==> src/rtl/femto_uart_pkg.sv <==
// rtl/femto_uart_pkg.sv - shared register map, bit indices and FSM encodings for wb_uart8
package femto_uart_pkg;

    localparam logic [1:0] REG_DATA   = 2'd0;
    localparam logic [1:0] REG_STATUS = 2'd1;
    localparam logic [1:0] REG_CTRL   = 2'd2;
    localparam logic [1:0] REG_ID     = 2'd3;

    localparam logic [7:0] ID_VALUE = 8'h5A;

    localparam int ST_TX_FULL    = 0;
    localparam int ST_TX_EMPTY   = 1;
    localparam int ST_RX_VALID   = 2;
    localparam int ST_RX_OVERRUN = 3;
    localparam int ST_TX_BUSY    = 4;
    localparam int ST_FRAME_ERR  = 5;

    localparam int CTRL_RX_IRQ_EN = 0;
    localparam int CTRL_TX_IRQ_EN = 1;

    typedef enum logic [1:0] {
        TX_IDLE  = 2'd0,
        TX_START = 2'd1,
        TX_DATA  = 2'd2,
        TX_STOP  = 2'd3
    } tx_state_t;

    typedef enum logic [1:0] {
        RX_IDLE  = 2'd0,
        RX_START = 2'd1,
        RX_DATA  = 2'd2,
        RX_STOP  = 2'd3
    } rx_state_t;

endpackage

==> src/rtl/wb_uart8_if.sv <==
// rtl/wb_uart8_if.sv - byte-wide Wishbone classic bus bundle for wb_uart8
interface wb_uart8_if;
    logic       wb_cyc_i;
    logic       wb_stb_i;
    logic       wb_we_i;
    logic [7:0] wb_adr_i;
    logic [7:0] wb_dat_i;
    logic [7:0] wb_dat_o;
    logic       wb_ack_o;

    modport master (
        output wb_cyc_i, wb_stb_i, wb_we_i, wb_adr_i, wb_dat_i,
        input  wb_dat_o, wb_ack_o
    );

    modport slave (
        input  wb_cyc_i, wb_stb_i, wb_we_i, wb_adr_i, wb_dat_i,
        output wb_dat_o, wb_ack_o
    );
endinterface

==> src/rtl/uart_sync_fifo.sv <==
// rtl/uart_sync_fifo.sv - single-clock first-word-fall-through FIFO, power-of-two depth
module uart_sync_fifo #(
    parameter int WIDTH = 8,
    parameter int DEPTH = 8,
    localparam int AW   = $clog2(DEPTH)
) (
    input  logic             clk,
    input  logic             rst,
    input  logic             push,
    input  logic [WIDTH-1:0] wr_data,
    input  logic             pop,
    output logic [WIDTH-1:0] rd_data,
    output logic             full,
    output logic             empty,
    output logic [AW:0]      count
);

    logic [WIDTH-1:0] mem [DEPTH];
    logic [AW-1:0]    wr_ptr;
    logic [AW-1:0]    rd_ptr;
    logic             do_push;
    logic             do_pop;

    assign full    = (count == (AW+1)'(DEPTH));
    assign empty   = (count == '0);
    assign do_push = push & ~full;
    assign do_pop  = pop & ~empty;
    assign rd_data = mem[rd_ptr];

    always_ff @(posedge clk or posedge rst) begin
        if (rst) begin
            wr_ptr <= '0;
            rd_ptr <= '0;
            count  <= '0;
        end else begin
            if (do_push) wr_ptr <= wr_ptr + AW'(1);
            if (do_pop)  rd_ptr <= rd_ptr + AW'(1);
            case ({do_push, do_pop})
                2'b10:   count <= count + (AW+1)'(1);
                2'b01:   count <= count - (AW+1)'(1);
                default: count <= count;
            endcase
        end
    end

    // Storage carries no reset; only entries behind wr_ptr are ever read.
    always_ff @(posedge clk) begin
        if (do_push) mem[wr_ptr] <= wr_data;
    end

endmodule

==> src/rtl/wb_uart8.sv <==
// rtl/wb_uart8.sv - Wishbone byte-register UART (8N1) with TX FIFO and RX holding register
module wb_uart8
    import femto_uart_pkg::*;
#(
    parameter int CLK_DIV  = 208,
    parameter int TX_DEPTH = 8
) (
    input  logic       wb_clk_i,
    input  logic       wb_rst_i,
    wb_uart8_if.slave  wb,
    output logic       uart_tx,
    input  logic       uart_rx,
    output logic       irq_o
);

    localparam int             CW        = $clog2(CLK_DIV);
    localparam int             FAW       = $clog2(TX_DEPTH);
    localparam logic [CW-1:0]  DIV_LAST  = CW'(CLK_DIV - 1);
    localparam logic [CW-1:0]  HALF_LAST = CW'(CLK_DIV / 2 - 1);

    logic       req, data_rd, status_rd, data_wr, ctrl_wr;
    logic [1:0] adr;
    logic [5:0] unused_adr;
    logic [7:0] status, rd_mux;
    logic [1:0] ctrl;

    logic       fifo_full, fifo_empty;
    logic [7:0] fifo_rd_data;
    logic [FAW:0] unused_fifo_count;

    logic       rx_valid, rx_overrun, frame_err;
    logic [7:0] rx_data;
    logic       tx_busy, tx_empty;

    assign adr        = wb.wb_adr_i[1:0];
    assign unused_adr = wb.wb_adr_i[7:2];
    assign req        = wb.wb_cyc_i & wb.wb_stb_i & ~wb.wb_ack_o;
    assign data_rd    = req & ~wb.wb_we_i & (adr == REG_DATA);
    assign status_rd  = req & ~wb.wb_we_i & (adr == REG_STATUS);
    assign data_wr    = req &  wb.wb_we_i & (adr == REG_DATA);
    assign ctrl_wr    = req &  wb.wb_we_i & (adr == REG_CTRL);

    always_comb begin
        status                = '0;
        status[ST_TX_FULL]    = fifo_full;
        status[ST_TX_EMPTY]   = tx_empty;
        status[ST_RX_VALID]   = rx_valid;
        status[ST_RX_OVERRUN] = rx_overrun;
        status[ST_TX_BUSY]    = tx_busy;
        status[ST_FRAME_ERR]  = frame_err;
        case (adr)
            REG_DATA:   rd_mux = rx_data;
            REG_STATUS: rd_mux = status;
            REG_CTRL:   rd_mux = {6'b0, ctrl};
            default:    rd_mux = ID_VALUE;
        endcase
    end

    always_ff @(posedge wb_clk_i or posedge wb_rst_i) begin
        if (wb_rst_i) begin
            wb.wb_ack_o <= 1'b0;
            wb.wb_dat_o <= '0;
            ctrl        <= '0;
        end else begin
            wb.wb_ack_o <= req;
            wb.wb_dat_o <= (req & ~wb.wb_we_i) ? rd_mux : 8'h00;
            if (ctrl_wr) ctrl <= wb.wb_dat_i[1:0];
        end
    end

    // ---------------- TX path ----------------
    tx_state_t     tx_state, tx_state_n;
    logic [CW-1:0] tx_cnt, tx_cnt_n;
    logic [2:0]    tx_bit, tx_bit_n;
    logic [7:0]    tx_shift, tx_shift_n;
    logic          tx_line, tx_line_n;
    logic          tx_pop, tx_expire;

    uart_sync_fifo #(.WIDTH(8), .DEPTH(TX_DEPTH)) u_tx_fifo (
        .clk     (wb_clk_i),
        .rst     (wb_rst_i),
        .push    (data_wr),
        .wr_data (wb.wb_dat_i),
        .pop     (tx_pop),
        .rd_data (fifo_rd_data),
        .full    (fifo_full),
        .empty   (fifo_empty),
        .count   (unused_fifo_count)
    );

    assign tx_busy   = (tx_state != TX_IDLE);
    assign tx_empty  = fifo_empty & ~tx_busy;
    assign tx_expire = (tx_cnt == DIV_LAST);
    assign uart_tx   = tx_line;

    always_ff @(posedge wb_clk_i or posedge wb_rst_i) begin
        if (wb_rst_i) begin
            tx_state <= TX_IDLE;
            tx_cnt   <= '0;
            tx_bit   <= '0;
            tx_shift <= '0;
            tx_line  <= 1'b1;
        end else begin
            tx_state <= tx_state_n;
            tx_cnt   <= tx_cnt_n;
            tx_bit   <= tx_bit_n;
            tx_shift <= tx_shift_n;
            tx_line  <= tx_line_n;
        end
    end

    always_comb begin
        tx_state_n = tx_state;
        tx_cnt_n   = tx_cnt;
        tx_bit_n   = tx_bit;
        tx_shift_n = tx_shift;
        tx_line_n  = tx_line;
        tx_pop     = 1'b0;
        if (tx_state != TX_IDLE) tx_cnt_n = tx_expire ? '0 : tx_cnt + CW'(1);
        case (tx_state)
            TX_IDLE: begin
                if (!fifo_empty) begin
                    tx_pop     = 1'b1;
                    tx_shift_n = fifo_rd_data;
                    tx_state_n = TX_START;
                    tx_line_n  = 1'b0;
                    tx_cnt_n   = '0;
                end
            end
            TX_START: begin
                if (tx_expire) begin
                    tx_state_n = TX_DATA;
                    tx_bit_n   = '0;
                    tx_line_n  = tx_shift[0];
                end
            end
            TX_DATA: begin
                if (tx_expire) begin
                    if (tx_bit == 3'd7) begin
                        tx_state_n = TX_STOP;
                        tx_line_n  = 1'b1;
                    end else begin
                        tx_bit_n   = tx_bit + 3'd1;
                        tx_shift_n = {1'b0, tx_shift[7:1]};
                        tx_line_n  = tx_shift[1];
                    end
                end
            end
            TX_STOP: begin
                // Chain straight into the next start bit so queued frames leave gap-free.
                if (tx_expire) begin
                    if (!fifo_empty) begin
                        tx_pop     = 1'b1;
                        tx_shift_n = fifo_rd_data;
                        tx_state_n = TX_START;
                        tx_line_n  = 1'b0;
                    end else begin
                        tx_state_n = TX_IDLE;
                    end
                end
            end
            default: tx_state_n = TX_IDLE;
        endcase
    end

    // ---------------- RX path ----------------
    rx_state_t     rx_state, rx_state_n;
    logic [CW-1:0] rx_cnt, rx_cnt_n;
    logic [2:0]    rx_bit, rx_bit_n;
    logic [7:0]    rx_shift, rx_shift_n;
    logic          rx_s1, rx_s2, rx_prev;
    logic          rx_good, rx_bad, rx_load, rx_ovr_set;

    always_ff @(posedge wb_clk_i or posedge wb_rst_i) begin
        if (wb_rst_i) begin
            rx_s1    <= 1'b1;
            rx_s2    <= 1'b1;
            rx_prev  <= 1'b1;
            rx_state <= RX_IDLE;
            rx_cnt   <= '0;
            rx_bit   <= '0;
            rx_shift <= '0;
        end else begin
            rx_s1    <= uart_rx;
            rx_s2    <= rx_s1;
            rx_prev  <= rx_s2;
            rx_state <= rx_state_n;
            rx_cnt   <= rx_cnt_n;
            rx_bit   <= rx_bit_n;
            rx_shift <= rx_shift_n;
        end
    end

    always_comb begin
        rx_state_n = rx_state;
        rx_cnt_n   = rx_cnt;
        rx_bit_n   = rx_bit;
        rx_shift_n = rx_shift;
        rx_good    = 1'b0;
        rx_bad     = 1'b0;
        if (rx_state != RX_IDLE) rx_cnt_n = rx_cnt + CW'(1);
        case (rx_state)
            RX_IDLE: begin
                // Counter starts at 1 to absorb the cycle spent detecting the edge.
                if (rx_prev && !rx_s2) begin
                    rx_state_n = RX_START;
                    rx_cnt_n   = CW'(1);
                end
            end
            RX_START: begin
                if (rx_cnt == HALF_LAST) begin
                    rx_cnt_n   = '0;
                    rx_bit_n   = '0;
                    rx_state_n = rx_s2 ? RX_IDLE : RX_DATA;
                end
            end
            RX_DATA: begin
                if (rx_cnt == DIV_LAST) begin
                    rx_cnt_n   = '0;
                    rx_shift_n = {rx_s2, rx_shift[7:1]};
                    if (rx_bit == 3'd7) rx_state_n = RX_STOP;
                    else                rx_bit_n   = rx_bit + 3'd1;
                end
            end
            RX_STOP: begin
                if (rx_cnt == DIV_LAST) begin
                    rx_cnt_n   = '0;
                    rx_state_n = RX_IDLE;
                    rx_good    = rx_s2;
                    rx_bad     = ~rx_s2;
                end
            end
            default: rx_state_n = RX_IDLE;
        endcase
    end

    // A DATA read landing on the completion edge frees the holder, so the new byte wins.
    assign rx_load    = rx_good & (~rx_valid | data_rd);
    assign rx_ovr_set = rx_good & rx_valid & ~data_rd;

    always_ff @(posedge wb_clk_i or posedge wb_rst_i) begin
        if (wb_rst_i) begin
            rx_valid   <= 1'b0;
            rx_data    <= '0;
            rx_overrun <= 1'b0;
            frame_err  <= 1'b0;
        end else begin
            if (rx_load) begin
                rx_valid <= 1'b1;
                rx_data  <= rx_shift;
            end else if (data_rd) begin
                rx_valid <= 1'b0;
            end
            if (rx_ovr_set)     rx_overrun <= 1'b1;
            else if (status_rd) rx_overrun <= 1'b0;
            if (rx_bad)         frame_err  <= 1'b1;
            else if (status_rd) frame_err  <= 1'b0;
        end
    end

    assign irq_o = (ctrl[CTRL_RX_IRQ_EN] & rx_valid) | (ctrl[CTRL_TX_IRQ_EN] & tx_empty);

endmodule

==> src/flat_wrapper.sv <==
// flat-port wrapper written by rule: the top's interface ports become plain ports
module wb_uart8_flat import femto_uart_pkg::*;
#(
    parameter int CLK_DIV  = 208,
    parameter int TX_DEPTH = 8
)
  (wb_clk_i, wb_rst_i, uart_tx, uart_rx, irq_o, wb_wb_cyc_i, wb_wb_stb_i, wb_wb_we_i, wb_wb_adr_i, wb_wb_dat_i, wb_wb_dat_o, wb_wb_ack_o);
  wb_uart8_if wb_i ();
  input  logic wb_clk_i;
  input  logic wb_rst_i;
  output logic uart_tx;
  input  logic uart_rx;
  output logic irq_o;
  input wire logic [$bits(wb_i.wb_cyc_i)-1:0] wb_wb_cyc_i;
  input wire logic [$bits(wb_i.wb_stb_i)-1:0] wb_wb_stb_i;
  input wire logic [$bits(wb_i.wb_we_i)-1:0] wb_wb_we_i;
  input wire logic [$bits(wb_i.wb_adr_i)-1:0] wb_wb_adr_i;
  input wire logic [$bits(wb_i.wb_dat_i)-1:0] wb_wb_dat_i;
  output wire logic [$bits(wb_i.wb_dat_o)-1:0] wb_wb_dat_o;
  output wire logic [$bits(wb_i.wb_ack_o)-1:0] wb_wb_ack_o;
  assign wb_i.wb_cyc_i = wb_wb_cyc_i;
  assign wb_i.wb_stb_i = wb_wb_stb_i;
  assign wb_i.wb_we_i = wb_wb_we_i;
  assign wb_i.wb_adr_i = wb_wb_adr_i;
  assign wb_i.wb_dat_i = wb_wb_dat_i;
  assign wb_wb_dat_o = wb_i.wb_dat_o;
  assign wb_wb_ack_o = wb_i.wb_ack_o;
  wb_uart8 #(.CLK_DIV(CLK_DIV), .TX_DEPTH(TX_DEPTH)) u_core (.wb_clk_i(wb_clk_i), .wb_rst_i(wb_rst_i), .wb(wb_i), .uart_tx(uart_tx), .uart_rx(uart_rx), .irq_o(irq_o));
endmodule
==> config.mk <==
export PLATFORM = sky130hd
export DESIGN_NAME = wb_uart8_flat
export DESIGN_NICKNAME = d
export VERILOG_FILES = /design/src/rtl/femto_uart_pkg.sv /design/src/rtl/wb_uart8_if.sv /design/src/rtl/uart_sync_fifo.sv /design/src/rtl/wb_uart8.sv /design/src/flat_wrapper.sv
export SDC_FILE = /design/constraint.sdc
export NUM_CORES = 1
export LEC_CHECK = 0
export CORE_UTILIZATION = 60
export DETAILED_ROUTE_END_ITERATION = 6
export MAX_ROUTING_LAYER = met4
export PLACE_DENSITY = 0.8
export SLEW_MARGIN = 25
export SYNTH_ARGS = -nofsm -noshare
export SYNTH_HDL_FRONTEND = slang
export SYNTH_SLANG_ARGS = --single-unit
==> constraint.sdc <==
create_clock -name wb_clk_i -period 3.1 [get_ports wb_clk_i]
set_input_delay 0.62 -clock wb_clk_i [delete_from_list [all_inputs] [get_ports wb_clk_i]]
set_output_delay 0.62 -clock wb_clk_i [all_outputs]
set_load 0.1 [all_outputs]
After elaboration in Yosys (flattened, before gate mapping)
Memory sizes are Yosys's and may differ from the RTL's.
Index checks and enable logic that the tools add are counted.
{ "word_totals": {"input_bits": 22, "output_inout_bits": 11, "memories": 1, "word_cells": 167, "ram_bits": 64, "ff_bits": 78} }
{ "memory_table": {"columns": ["memory", "words", "width", "read_ports", "rd_clocked_by_memory_dff", "write_ports", "line", "rtl"], "rows": [
  ["u_core.u_tx_fifo.mem", 8, 8, 1, 0, 1, "uart_sync_fifo.sv:18", "logic [WIDTH-1:0] mem [DEPTH];"]
]} }
{ "classes": {"n_mux": 59, "eq_ne": 28, "reduce_logical": 23, "bitwise": 26, "n_addsub": 8} }
{ "ops": {"columns": ["cell", "count"], "rows": [
  ["two-way mux 8 bit", 13],
  ["one-hot mux 8 bit (3 select lines)", 3],
  ["two-way mux 2 bit", 11],
  ["two-way mux 1 bit", 19],
  ["two-way mux 3 bit", 6],
  ["inequality test 2 x 1 -> 1 bit (second input constant)", 9],
  ["adder 8 x 1 -> 8 bit (second input constant)", 2],
  ["bitwise AND 1 bit", 16],
  ["== test 8 bit (second input constant)", 2],
  ["one-hot mux 2 bit (4 select lines)", 2],
  ["nonzero test 2 bit", 8],
  ["adder 3 x 1 -> 3 bit (second input constant)", 4],
  ["== test 2 bit (second input constant)", 6],
  ["one-hot mux 3 bit (2 select lines)", 2],
  ["AND reduction 4 bit", 3],
  ["AND reduction 5 bit", 2],
  ["== test 2 x 1 -> 1 bit (second input constant)", 4],
  ["== test 8 x 7 -> 1 bit (second input constant)", 1],
  ["inverter 1 bit", 8],
  ["one-hot mux 4 bit (2 select lines)", 1],
  ["== test 3 bit (second input constant)", 2],
  ["logical NOT 2 bit", 3],
  ["inequality test 2 bit (second input constant)", 3],
  ["adder 4 x 1 -> 4 bit (second input constant)", 1],
  ["other kinds (12)", 13]
]} }

Logic depth before layout (Yosys ltp)
Gate-level depths: netlist of run 1.
{ "depth": {"depth_word": 7, "mapped_depth": 11, "ltp_nobuf": 10} }

By module
From an unflattened synthesis of run 1, not the netlist that was laid out.
{ "unflattened": {"hier_cells": 460, "area_unflattened_um2": 6527.5} }
{ "modules_own_cells": {"columns": ["module", "seq_area_each_um2", "cells_each", "area_each_um2", "n_inst"], "rows": [
  ["wb_uart8", 1706.6, 299, 3392.0, 1],
  ["uart_sync_fifo", 2172.1, 161, 3135.5, 1]
]} }

Worst setup path after synthesis of run 1
OpenSTA, ideal clock, no wires.
{ "synth_path": {"path_type": "reg2out", "from": "register u_core.tx_state[0]", "to": "output port irq_o", "t_required_ns": 2.480, "t_arrival_ns": 3.137, "stages_incl_launch_ff": 6, "slack_ns": -0.657, "n_path_buf": 1, "cell_sequence": "dfrtp_1 -> inv_1 -> ha_1 -> clkbuf_1 -> nand2_1 -> o21ai_0"} }
{ "synth_via": {"elab_chain_cells": 5} }
{ "synth_rtl": {"columns": ["element", "line", "rtl"], "rows": [
  ["start, declared", "wb_uart8.sv:72", "tx_state_t tx_state, tx_state_n;"],
  ["start signal, assigned", "wb_uart8.sv:104", "tx_state <= tx_state_n;"],
  ["nonzero test 2 bit", "wb_uart8.sv:91", "assign tx_busy = (tx_state != TX_IDLE);"],
  ["inverter 1 bit", "wb_uart8.sv:92", "assign tx_empty = fifo_empty & ~tx_busy;"],
  ["bitwise AND 1 bit", "wb_uart8.sv:92", null],
  ["bitwise AND 1 bit", "wb_uart8.sv:261", "assign irq_o = (ctrl[CTRL_RX_IRQ_EN] & rx_valid) | (ctrl[CTRL_TX_IRQ_EN] & tx_empty);"],
  ["bitwise OR 1 bit", "wb_uart8.sv:261", null],
  ["end, declared", "flat_wrapper.sv:13", "output logic irq_o;"]
]} }
Every way passes these cells.

Worst setup path after layout of run 1
{ "layout_path": {"from": "register u_core.tx_cnt[0]", "to": "register u_core.u_tx_fifo.count[3]"} }
{ "layout_via": {"elab_chain_cells": 6, "word_cells_on_any_way": 8, "cone_classes": "3 x eq/ne; 3 x mux; 1 x bitwise; 1 x reduce/logical"} }
{ "layout_rtl": {"columns": ["element", "line", "rtl"], "rows": [
  ["start, declared", "wb_uart8.sv:73", "logic [CW-1:0] tx_cnt, tx_cnt_n;"],
  ["start signal, assigned", "wb_uart8.sv:105", "tx_cnt <= tx_cnt_n;"],
  ["== test 8 bit (*)", "wb_uart8.sv:93", "assign tx_expire = (tx_cnt == DIV_LAST);"],
  ["two-way mux 1 bit (*)", "wb_uart8.sv:151", "if (tx_expire) begin"],
  ["one-hot mux 1 bit (2 select lines) (*)", "wb_uart8.sv:120", "case (tx_state)"],
  ["bitwise AND 1 bit (*)", "uart_sync_fifo.sv:27", "assign do_pop = pop & ~empty;"],
  ["via u_core.u_tx_fifo.do_pop", "uart_sync_fifo.sv:22", "logic do_pop;"],
  ["== test 2 x 1 -> 1 bit or == test 2 bit (tied branches)", "uart_sync_fifo.sv:38", "case ({do_push, do_pop})"],
  ["one-hot mux 4 bit (2 select lines) or nonzero test 2 bit (tied branches)", null, null],
  ["end signal, assigned", "uart_sync_fifo.sv:39", "2'b10: count <= count + (AW+1)'(1);"],
  ["end signal, assigned", "uart_sync_fifo.sv:40", "2'b01: count <= count - (AW+1)'(1);"],
  ["end signal, assigned", "uart_sync_fifo.sv:41", "default: count <= count;"],
  ["end, declared", "uart_sync_fifo.sv:15", "output logic [AW:0] count"]
]} }
Mark *: on every way through the listed nets, which the timed path passes. The rest lies on a longest branch.
A chain may end at the register's enable or synchronous reset.

==> results of run 1 <==
critical path, stage by stage, from the launching register on:
cell and delay [ps]:
dfrtp_1 390, ha_1 220, and4b_1 360, a31oi_1 190, nor3_2 290, ha_1 280, ha_1 260, a21o_1 170
a21oi_1 180, mux2i_1 230, xnor2_1 130
state kept, by name, summed over array words and instances, names as in the netlist, 2 cells and up, named ones only:
name,flops
u_core.u_tx_fifo.mem,64
u_core.tx_shift,8
u_core.u_tx_fifo.rd_ptr,3
u_core.rx_shift,8
u_core.ctrl,2
u_core.tx_cnt,8
u_core.rx_bit,3
u_core.rx_data,8
u_core.rx_cnt,8
u_core.u_tx_fifo.wr_ptr,3
u_core.tx_bit,3
u_core.u_tx_fifo.count,4
u_core.tx_state,2
u_core.wb.wb_dat_o,8
report_power, final:
| group | internal, W | switching, W |
|---|---|---|
| sequential | 0.00220 | 0.000297 |
| clock | 0.00112 | 0.000743 |
| combinational | 0.000832 | 0.000932 |
through the flow:
step	hold slack, ps	std cells	setup WS [ps]
after floorplan	345	463	96.3
after global placement	346	627	74.7
after detailed placement	351	627	16.8
after CTS	361	659	295
after global routing	361	659	97.4
final	359	659	321
cell usage after synthesis (all sizes together) (3+ instances only):
library cell | instances | area (µm²)
nand2 | 38 | 143
o22ai | 5 | 31.3
o31ai | 3 | 41.3
o2bb2ai | 4 | 35.0
or2 | 4 | 25.0
dfstp | 4 | 105
dfrtp | 74 | 1850
xor2 | 4 | 35.0
ha | 15 | 188
mux2 | 28 | 319
mux4 | 16 | 360
nor4 | 3 | 40.0
and2 | 3 | 18.8
a22o | 3 | 26.3
inv | 15 | 56.3
xnor2 | 7 | 61.3
o21ai | 33 | 165
nand4 | 3 | 33.8
buf | 13 | 88.8
mux2i | 14 | 140
edfxtp | 64 | 1920
clkbuf | 7 | 26.3
nand3 | 10 | 50.1
nor2 | 18 | 67.6
nor2b | 8 | 50.1
nor4b | 4 | 35.0
nor3 | 10 | 66.3
a21oi | 18 | 93.8
nor3b | 4 | 30.0
a31oi | 3 | 18.8
worst max-delay path by stage:
stage / endpoint / slack [ps] / cells after the start
finish: u_core.u_tx_fifo.count[3] / 320 / 10
global route: u_core.u_tx_fifo.count[3] / 100 / 10
CTS: u_core.u_tx_fifo.count[3] / 300 / 10
detailed placement: u_core.u_tx_fifo.count[3] / 20 / 10
global placement: u_core.u_tx_fifo.count[3] / 70 / 10
floorplan: irq_o / 100 / 3
per-layer routing:
metal | vias to the layer above | track usage (%)
li1 | 1830 | -
met1 | 2007 | 31.8
met4 | 0 | 11.7
met3 | 21 | 6.36
met5 | - | -
met2 | 97 | 38.4
cells in the final DEF, fill, tap and decap left out, types with 5 or more instances in the layout:
cell and n:
mux2_2 27, dfrtp_1 74, inv_1 13, buf_4 31
xnor2_1 7, o21ai_1 7, clkbuf_8 5, mux4_2 16
edfxtp_1 64, clkdlybuf4s50_1 15, clkbuf_16 17, nor2_1 18
ha_1 15, nand2_1 38, o22ai_1 5, nand3_1 10
mux2i_1 14, nor2b_1 8, nor3_1 8, o21ai_0 26
a21oi_1 17
final cells by class:
cell class,instances,area share [%]
sequential,142,52.3
multi-input combinational,286,31.4
clock buffer,25,6.81
timing repair buffer,48,5.70
tap,136,2.29
inverter,15,0.759
clock inverter,7,0.725
kinds of logic (layout without fill, tap and decap cells):
| kind of cell | Yosys count | in the layout | share of synthesized area (%) |
|---|---|---|---|
| xor+xnor | 11 | 11 | 1.51 |
| fa+ha+maj | 16 | 16 | 3.25 |
| mux | 58 | 58 | 12.8 |
| flops | 142 | 142 | 60.8 |
| buf+inv | 35 | 95 | 2.69 |
| compound gates | 82 | 82 | 8.23 |
| simple gates | 119 | 119 | 10.7 |
==> run_results.csv, run 1 <==
group,metric,value,unit
outcome,status,"finished clean",
setup_path,crit_type,"reg -> reg",
hold_path,min_to,"u_core.rx_s2",
sta,period_share,89.6,%
final_layout,syn_to_final_growth,16.3,%
sta,rsz0062_at_grt,"no",
logic_synthesis,synth_area_per_cell,13.8,µm²
clocking,post_cts_buffers,0,
global_route,track_usage,25.1,%
final_layout,drive_above_1_share,24.3,%
clocking,htreeDepth,4,
detailed_routing,drcViolationCount,0,
logic_synthesis,syn_nets,501,
sta,fin_skew,7.20,ps
final_layout,fin_util,71.9,%
sta,max-slew-margin-rel,50.7,%
hold_path,hold_path_depth,0,
clocking,cts.sinks,142,
final_layout,antenna_cells,0,
global_route,grt_max_degree,41,
logic_synthesis,synth_area,0.00638,mm²
setup_path,worst-path-max-fanout,7,
floorplanning,rows,37,
logic_synthesis,yosysSeqAreaShare,60.8,%
final_layout,multi_input_area,0.00233,mm²
final_layout,design_area,0.00742,mm²
detailed_routing,vias,3955,
setup_path,rrSetupSlack,320,ps
detailed_routing,drt_iter0_drc,261,
setup_path,crit_path_end_kind,"flop",
setup_path,cp-start-kind,"flop",
hold_path,min-delay-start,"u_core.rx_s1",
floorplanning,chipWidth,105,µm
final_layout,nFillCells,671,
floorplanning,die_area,0.0111,mm²
sta,hold_viol,0,
logic_synthesis,synth_edf_count,64,
detailed_routing,dr.max_layer_used,"met4",
clocking,numCtsBuffers,17,
detailed_routing,wirelength,11700,µm
setup_path,worstPathRequired,3560,ps
detailed_routing,wl_per_cell,17.7,µm
sta,period_minus_slack,2780,ps
clocking,cts_buffer_depth,2,
setup_path,crit_start,"u_core.tx_cnt[0]",
detailed_routing,first_pass_iters,5,
floorplanning,start_util,61.8,%
power_and_ir_drop,ir_worst_vdd,0.692,mV
placed_design,port_buffers,26,
hold_path,worst_hold_path_type,"reg -> reg",
global_route,grt_pass1_wl,20000,µm
logic_synthesis,synth.distinct_cells,67,
logic_synthesis,synth_seq_cells,142,
logic_synthesis,synth_flop_cell,"dfrtp_1",
detailed_routing,wl_met2,5740,µm
sta,worstMarginPinSlew,740,ps
sta,maxSlewViolCount,0,
global_route,antenna_found_initial,0,
setup_path,reg2reg_from,"u_core.tx_cnt[0]",
global_route,overflow,0,
logic_synthesis,ys_warn_count,0,
placed_design,place_hpwl,7860,µm
clocking,tritoncts,"built",
final_layout,fin_nets,548,
final_layout,seq_area,0.00388,mm²
detailed_routing,wl_met3,578,µm
sta,setup_tns,0,ps
logic_synthesis,postSynth.asyncResetShare,54.9,%
setup_path,rr_endpoint,"u_core.u_tx_fifo.count[3]",
placed_design,placed_cell_area,0.00686,mm²
placed_design,gp_congestion,0.850,
detailed_routing,drt.antenna.violating_nets,0,
clocking,hold_buffers,0,
floorplanning,die_h,105,µm
setup_path,ff2ff_path_depth,10,
sta,fmax,360,MHz
clocking,clock_latency,540,ps
floorplanning,coreArea,0.0103,mm²
clocking,post_cts_resized,0,
global_route,grt_pass1_vias,3996,
detailed_routing,viasPerCell,6.00,
flow_run,cap_violations,0,
setup_path,arrival,3240,ps
logic_synthesis,syn_inst,463,
power_and_ir_drop,cellPowerDensity,825,mW/mm²
sta,finalSetupViolCount,0,
clocking,path_clk_slew,60,ps
clocking,cts_root_buffer,"clkbuf_8",
power_and_ir_drop,power_leakage,3.00,nW
floorplanning,ios,33,
power_and_ir_drop,report.power.total,0.00612,W
detailed_routing,drt-met1-wl,5100,µm
(Power assumes the default switching activity.)
==> run 2, diff against run 1 <==
CORE_ASPECT_RATIO = 1.25   (was unset)
==> run 2 against run 1 <==
Net effect: sequential power up 2%; largest cell class unchanged; global-route usage decreased by 0.39 points; utilization rose by 1.3 points; sequential share of layout area down 0.32 points; die area barely moved; highest routed layer unchanged; critical path type unchanged; design area grew 0.61%; critical path depth is the same; hold slack worse by 4.8 ps; fmax shrank 3.2%; register-to-register slack got worse by 90 ps; via count decreased by 1.1%.
==> run_results.csv, run 2 (same netlist as run 1, synthesis figures left out) <==
group,metric,value,unit
sta,period_minus_slack,2870,ps
sta,fmax,348,MHz
floorplanning,rows,41,
placed_design,dp_cells,618,
placed_design,place_hpwl,7730,µm
sta,hold_viol,0,
global_route,overflow,0,
final_layout,nFillCells,639,
power_and_ir_drop,clock_power_share,33.7,%
sta,layout_setup_ws,229,ps
clocking,cts.sinks,142,
detailed_routing,wirelength,11900,µm
setup_path,cp-start-kind,"flop",
detailed_routing,drt.antenna.violating_nets,0,
power_and_ir_drop,switching_share,31.0,%
clocking,htreeDepth,4,
floorplanning,ios,33,
clocking,hold_buffers,0,
detailed_routing,vias,3910,
detailed_routing,wl_per_cell,18.4,µm
sta,maxSlewViolCount,0,
final_layout,syn_to_final_growth,17.0,%
clocking,clock_latency,410,ps
final_layout,layout_common_cells,"dfrtp_1, edfxtp_1, nand2_1",
setup_path,crit_path_end_kind,"flop",
power_and_ir_drop,intPower,0.00442,W
floorplanning,start_util,62.5,%
floorplanning,coreArea,0.0102,mm²
power_and_ir_drop,ir_worst_vdd,0.595,mV
setup_path,crit_type,"reg -> reg",
outcome,status,"finished clean",
power_and_ir_drop,power_leakage,3.02,nW
detailed_routing,viasPerCell,6.02,
final_layout,fin_cells,650,
detailed_routing,first_pass_iters,4,
setup_path,worst-path-max-fanout,7,
final_layout,final_common_cell,"dfrtp_1",
sta,setup_tns,0,ps
sta,rsz0062_at_grt,"no",
sta,finalSetupViolCount,0,
global_route,grt_pass1_vias,3972,
power_and_ir_drop,seqPwrFrac,39.6,%
clocking,numCtsBuffers,17,
placed_design,port_buffers,26,
floorplanning,chipWidth,94.3,µm
power_and_ir_drop,combPwrFrac,26.7,%
placed_design,pre_cts_ws,-13.1,ps
final_layout,antenna_cells,0,
clocking,post_cts_buffers,0,
flow_run,cap_violations,0,
global_route,grt_pass1_wl,19900,µm
floorplanning,die_area,0.0111,mm²
placed_design,gp_congestion,0.841,
sta,fin_skew,6.70,ps
final_layout,largest_reg_flops,64,
sta,period_share,92.6,%
floorplanning,die_h,117,µm
clocking,post_cts_resized,0,
global_route,grt_max_degree,53,
global_route,antenna_found_initial,0,
setup_path,worstPathRequired,3430,ps
setup_path,arrival,3200,ps
detailed_routing,drt_iter0_drc,257,
clocking,tritoncts,"built",
final_layout,largest-register,"u_core.u_tx_fifo.mem",
power_and_ir_drop,p_switching,0.00199,W
sta,max-slew-margin-rel,46.6,%
clocking,cts_root_buffer,"clkbuf_16",
power_and_ir_drop,cellPowerDensity,859,mW/mm²
detailed_routing,drcViolationCount,0,
clocking,cts_buffer_depth,2,
global_route,track_usage,24.7,%
final_layout,fin_nets,546,
clocking,path_clk_slew,60,ps
sta,worstMarginPinSlew,801,ps
hold_path,worst_hold_path_type,"reg -> reg",
final_layout,drive_above_1_share,23.6,%
==> run 2: final cells by class <==
type	count	area [µm²]	area share [%]
Timing Repair Buffer	46	408	5.46
Multi-Input combinational cell	286	2330	31.2
Inverter	15	56.3	0.754
Tap cell	129	161	2.16
Clock inverter	13	195	2.61
Clock buffer	19	433	5.80
Sequential cell	142	3880	52.0
==> run 2: power by group through the flow <==
| stage | clock network (W) | registers (W) | logic, W |
|---|---|---|---|
| after floorplan | 0 | 0.00242 | 0.00146 |
| after global placement | 0 | 0.00255 | 0.00160 |
| after detailed placement | 0 | 0.00256 | 0.00168 |
| after CTS | 0.00219 | 0.00254 | 0.00172 |
| after global routing | 0.00227 | 0.00258 | 0.00188 |
| final | 0.00216 | 0.00254 | 0.00171 |
==> run 2: critical path, cell delays in order, from the launching register on <==
cell     delay [ps]
dfrtp_1         390
ha_1            210
and4b_1         370
a31oi_1         190
nor3_2          290
ha_1            310
ha_1            260
a21o_1          190
a21oi_1         200
mux2i_1         240
xnor2_1         130
==> run 2: through the flow <==
step	cell area, µm²	hold WS, ps	utilization, %	power (W)
2_1_floorplan	6380	345	-	0.00388
3_3_place_gp	6840	346	67.0	0.00415
3_5_place_dp	6840	347	67.0	0.00425
4_1_cts	7460	355	73.1	0.00644
5_1_grt	7460	356	73.1	0.00673
6_report	7460	354	73.1	0.00641
==> run 2: layer usage <==
layer	track usage (%)	share of wire (%)	vias up
li1	-	-	1819
met1	31.8	41	1988
met2	38.0	53	91
met3	6.61	4.1	12
met4	8.46	0.97	0
met5	-	0	-
==> run 2: worst paths after layout <==
check	depth (start not counted)	to	slack [ps]	start
max in group asynchronous	3	u_core.rx_s1	1780	wb_rst_i
min in group asynchronous	2	u_core.tx_cnt[1]	590	wb_rst_i
min reg2reg	0	u_core.rx_s2	350	u_core.rx_s1
min	0	u_core.rx_s2	350	u_core.rx_s1
max reg2reg	10	u_core.u_tx_fifo.count[3]	230	u_core.tx_cnt[0]
max	10	u_core.u_tx_fifo.count[3]	230	u_core.tx_cnt[0]
